## config.mk

```make
export PLATFORM = sky130hd
export DESIGN_NAME = mux_32_flat
export DESIGN_NICKNAME = d
export VERILOG_FILES = /design/src/rtl/mux32_pkg.sv /design/src/rtl/mux_32_if.sv /design/src/rtl/mux2_slice.sv /design/src/rtl/mux_32.sv /design/src/flat_wrapper.sv
export SDC_FILE = /design/constraint.sdc
export NUM_CORES = 1
export LEC_CHECK = 0
export ABC_AREA = 1
export CELL_PAD_IN_SITES_DETAIL_PLACEMENT = 2
export CELL_PAD_IN_SITES_GLOBAL_PLACEMENT = 2
export CORE_UTILIZATION = 13
export CTS_CLUSTER_SIZE = 40
export DETAILED_ROUTE_END_ITERATION = 16
export PLACE_DENSITY = 0.73
export SLEW_MARGIN = 20
export SYNTH_ARGS = -nofsm -noshare
export SYNTH_HDL_FRONTEND = slang
export SYNTH_HIERARCHICAL = 1
export SYNTH_SLANG_ARGS = --single-unit
```

## constraint.sdc

```tcl
create_clock -name clk -period 0.8 [get_ports clk]
set_clock_uncertainty 0.05 [all_clocks]
set_input_delay 0.16 -clock clk [delete_from_list [all_inputs] [get_ports clk]]
set_output_delay 0.16 -clock clk [all_outputs]
set_load 0.005 [all_outputs]
```

## src/rtl/mux32_pkg.sv

```systemverilog
// Shared constants for the mux_32 word selector.
// Holds the data width default and the B-select counter width/saturation value.
package mux32_pkg;
  localparam int MUX32_WIDTH = 32;
  localparam int CNT_W = 32;
  localparam logic [CNT_W-1:0] CNT_SAT = {CNT_W{1'b1}};
endpackage

```

## src/rtl/mux_32_if.sv

```systemverilog
// Operand/result bundle for mux_32; the slave modport is the selector side.
// SelBCount exists only when MUX32_SELCOUNT_EN is defined.
interface mux_32_if
  import mux32_pkg::*;
#(
  parameter int WIDTH = MUX32_WIDTH
);
  logic [WIDTH-1:0] InputA;
  logic [WIDTH-1:0] InputB;
  logic             CtlSig;
  logic [WIDTH-1:0] Output;
  logic [WIDTH-1:0] OutputReg;
  logic             SelReg;
`ifdef MUX32_SELCOUNT_EN
  logic [CNT_W-1:0] SelBCount;
`endif

  modport master (
    output InputA, InputB, CtlSig,
`ifdef MUX32_SELCOUNT_EN
    input  SelBCount,
`endif
    input  Output, OutputReg, SelReg
  );

  modport slave (
    input  InputA, InputB, CtlSig,
`ifdef MUX32_SELCOUNT_EN
    output SelBCount,
`endif
    output Output, OutputReg, SelReg
  );
endinterface

```

## src/rtl/mux2_slice.sv

```systemverilog
// Parameterized combinational 2:1 selector, zero latency, no handshake.
// An unknown select yields an all-X word rather than falling back to either input.
module mux2_slice #(
  parameter int W = 32
) (
  input  logic [W-1:0] a,
  input  logic [W-1:0] b,
  input  logic         sel,
  output logic [W-1:0] y
);
  always_comb begin
    y = 'x;
    case (sel)
      1'b0:    y = a;
      1'b1:    y = b;
      default: y = 'x;
    endcase
  end
endmodule

```

## src/rtl/mux_32.sv

```systemverilog
// Two-input word selector: combinational Output plus one-cycle registered copy and select.
// Optional saturating B-select counter on SelBCount when MUX32_SELCOUNT_EN is defined; no backpressure.
module mux_32
  import mux32_pkg::*;
#(
  parameter int WIDTH = MUX32_WIDTH
) (
  input logic     clk,
  input logic     rst_n,
  mux_32_if.slave bus
);
  logic [WIDTH-1:0] sel_word;
  logic [WIDTH-1:0] out_reg_d, out_reg_q;
  logic             sel_reg_d, sel_reg_q;

  mux2_slice #(.W(WIDTH)) u_slice (
    .a   (bus.InputA),
    .b   (bus.InputB),
    .sel (bus.CtlSig),
    .y   (sel_word)
  );

  assign bus.Output = sel_word;

  always_comb begin
    out_reg_d = sel_word;
    sel_reg_d = bus.CtlSig;
  end

  always_ff @(posedge clk or negedge rst_n) begin
    if (!rst_n) begin
      out_reg_q <= '0;
      sel_reg_q <= 1'b0;
    end else begin
      out_reg_q <= out_reg_d;
      sel_reg_q <= sel_reg_d;
    end
  end

  assign bus.OutputReg = out_reg_q;
  assign bus.SelReg    = sel_reg_q;

`ifdef MUX32_SELCOUNT_EN
  logic [CNT_W-1:0] sel_cnt_d, sel_cnt_q;

  // Holds at the saturation value instead of wrapping back to zero.
  always_comb begin
    sel_cnt_d = sel_cnt_q;
    if (bus.CtlSig && (sel_cnt_q != CNT_SAT)) begin
      sel_cnt_d = sel_cnt_q + 1'b1;
    end
  end

  always_ff @(posedge clk or negedge rst_n) begin
    if (!rst_n) begin
      sel_cnt_q <= '0;
    end else begin
      sel_cnt_q <= sel_cnt_d;
    end
  end

  assign bus.SelBCount = sel_cnt_q;
`endif
endmodule

```

## src/flat_wrapper.sv

```systemverilog
// flat-port wrapper written by rule: the top's interface ports become plain ports
module mux_32_flat import mux32_pkg::*;
#(
  parameter int WIDTH = MUX32_WIDTH
)
  (clk, rst_n, bus_InputA, bus_InputB, bus_CtlSig, bus_Output, bus_OutputReg, bus_SelReg);
  mux_32_if #(.WIDTH(WIDTH)) bus_i ();
  input logic clk;
  input logic rst_n;
  input wire logic [$bits(bus_i.InputA)-1:0] bus_InputA;
  input wire logic [$bits(bus_i.InputB)-1:0] bus_InputB;
  input wire logic [$bits(bus_i.CtlSig)-1:0] bus_CtlSig;
  output wire logic [$bits(bus_i.Output)-1:0] bus_Output;
  output wire logic [$bits(bus_i.OutputReg)-1:0] bus_OutputReg;
  output wire logic [$bits(bus_i.SelReg)-1:0] bus_SelReg;
  assign bus_i.InputA = bus_InputA;
  assign bus_i.InputB = bus_InputB;
  assign bus_i.CtlSig = bus_CtlSig;
  assign bus_Output = bus_i.Output;
  assign bus_OutputReg = bus_i.OutputReg;
  assign bus_SelReg = bus_i.SelReg;
  mux_32 #(.WIDTH(WIDTH)) u_core (.clk(clk), .rst_n(rst_n), .bus(bus_i));
endmodule
```

==> impl_metrics.ini <==
[place]
place.gp.congestion = 0.657
dpl_worst_slack_ns = -0.728
numPortBuffers = 131
place_hpwl_um = 4450

[power_and_ir_drop]
seq_power_share_pct = 40.0
powerDensity_nw_per_um2 = 1390
power_leakage_uw = 0.00182
irDropWorstVdd_mv = 0.510
p_total_uw = 4560
p_sw_share_pct = 27.0
clock_power_share_pct = 28.5
power.switching_uw = 1230
power.internal_uw = 3330
share_comb_of_total_power_pct = 31.6

[drt]
wl_met3_um = 480
drtIter0Drc = 26
highest_layer = met4
viasPerCell = 3.68
wl_per_cell_um = 14.9
antenna_left = 0
wirelength_um = 7130
first_pass_iters = 3
drcViolationCount = 0
met1_length_um = 2420
vias = 1753
dr_wl_met2_um = 4190

[critical_path]
path_delay_family = buffers and inverters
cp.required_ns = 0.93
crit_chain = buf_12 > buf_6 > nand2_1 > nand2_1 > buf_4 > buf_4 > buf_4 > buf_4 > buf_4
critPathKind = in -> reg
crit_path_end_kind = flop
cp_slowest_cell = buf_6
critPathArrivalTime_ns = 1.17
start_kind = input pin
crit_path_max_fanout = 9
crit_top_cell = buf_4
worst-path-buf-inv = 7
max_stage_delay_ns = 0.14

[status]
status = finished with violations
violations = negative setup slack

[floorplanning]
io_pins = 132
core_um2 = 9820
start_util_pct = 13.4
rows = 36
die_w_um = 103
dieArea_um2 = 10500
die_h_um = 103

[cts]
cts_tree = yes
cts_root_buf = clkbuf_8
cts.path.max_buffers = 2
cts_sinks = 33
h-tree-depth = 2
path_clk_slew_ns = 0.07
cts_made_buffers = 5

[sta]
drv_slew = 0
worst_slew_pin_slew_ns = 0.198
finalWorstSetupSlack_ns = -0.239
rsz0062_at_grt = yes
period_share_pct = 130
hold_viol_final = 0
fin_tns_setup_ns = -12.59
slew_headroom_pct = 86.8
setup_viol = 78
period_minus_slack_ns = 1.04
fmax_ghz = 0.963

[global_route]
grt_max_degree = 34
antenna_found_initial = 0
grt_pass1_wl_um = 10800
grt_pass1_vias = 2141
grt_overflow = 0
grt_usage_pct = 14.1

[logic_synthesis]
synth_edf_count = 0
syn_inst = 137
syn_area_um2 = 1320
ys_ff_latch = 33
syn_nets = 204
synth_top_cell_area_share_pct = 62.7
yosys_warnings = 6
synthAdderAreaFrac_pct = 0
synth.most_common_cell = nand2_1
synth.avg_cell_area_um2 = 9.62
synthTopCellsByCount = nand2_1, dfrtp_1, nand2_2
synthMuxAreaShare_pct = 0
synth_compound_area_share_pct = 0
synth_area_leaders = dfrtp_1, nand2_1, nand2_2, clkbuf_8, buf_6
synth-simple-area-share_pct = 29.2
synth-seq-area-share_pct = 62.7
synth_top_area_cell = dfrtp_1
synthXorXnorAreaFrac_pct = 0
synth_top_family_by_area = simple AND/OR/NAND/NOR gates
async_flop_share_pct = 100
ys_types = 7
synthFlopType = dfrtp_1

[final_layout]
area_delta_synth_final_pct = 148
nNetsFinal = 411
n_antenna_cell = 0
nFillCells = 1141
drive_gt1_share_pct = 56.1

[job]
max-cap-violations = 0

[hold_path]
hold_path_class = in -> reg
## metrics by stage
stage / cell area, µm² / std cells / util [%] / hold slack, ns
finish: 3270 / 477 / 33.3 / 0.163
global route: 3270 / 477 / 33.3 / 0.171
CTS: 3200 / 474 / 32.5 / 0.155
detailed placement: 2850 / 412 / 29.0 / 0.0994
global placement: 2850 / 412 / 29.0 / 0.0894
floorplan: 1320 / 137 / - / -0.186
## flip-flops by register name, indices dropped and copies added, names as in the netlist
name / cells
u_core/bus.SelReg: 1
u_core/bus.OutputReg: 32
## power by group through the flow
stage / Combinational, µW / Clock [µW] / Sequential, µW
6_report: 1440 / 1300 / 1820
5_1_grt: 1580 / 1450 / 1840
4_1_cts: 1390 / 1390 / 1830
3_5_place_dp: 1280 / 0 / 1860
3_3_place_gp: 1260 / 0 / 1850
2_1_floorplan: 253 / 0 / 1880
## logic make-up after synthesis
family	Yosys count
buffers and inverters	8
DFF	33
and+or+nand+nor	96
## final timing paths
| kind | from | endpoint | depth (start not counted) |
|---|---|---|---|
| min | bus_InputB[28] | u_core/bus.OutputReg[28] | 3 |
| min in group asynchronous | rst_n | u_core/bus.OutputReg[31] | 3 |
| max | bus_CtlSig | u_core/bus.OutputReg[20] | 9 |
| max in group asynchronous | rst_n | u_core/bus.OutputReg[19] | 3 |
## cell type report
type,instances,area [µm²],share of cell area (%)
clock buffer,7,86.3,2.64
inverter,1,20.0,0.612
multi-input combinational,96,520,15.9
sequential,33,826,25.2
tap,133,166,5.08
timing repair buffer,206,1640,50.2
timing repair inverter,1,11.3,0.344
## timing repair
| item | CTS | global route |
|---|---|---|
| buffers inserted | 55 | 3 |
| hold endpoints to repair | 33 | 0 |
| pin swaps | 68 | 5 |
| hold buffers | 1 | 0 |
| gates cloned | 2 | 0 |
| setup endpoints to repair | 65 | 77 |
| resized for setup | 386 | 14 |
## cells in the final DEF, fill, tap and decap left out
cell | synthesis | layout
buf_4 | 0 | 53
dfrtp_1 | 33 | 33
nand2_4 | 0 | 10
inv_8 | 1 | 1
clkbuf_8 | 3 | 6
buf_2 | 0 | 59
buf_12 | 1 | 4
buf_16 | 0 | 1
clkdlybuf4s15_1 | 0 | 1
dlygate4sd2_1 | 0 | 63
nand2_2 | 10 | 34
clkbuf_1 | 0 | 1
nand2_1 | 86 | 52
inv_16 | 0 | 1
dlygate4sd3_1 | 0 | 1
buf_6 | 3 | 24
## routing by layer
metal	global-route usage, %	up-vias
met4	2.64	0
li1	-	820
met5	0	-
met1	13.5	856
met3	4.00	5
met2	29.2	72
Note: power is estimated with default switching activity, not from simulation.
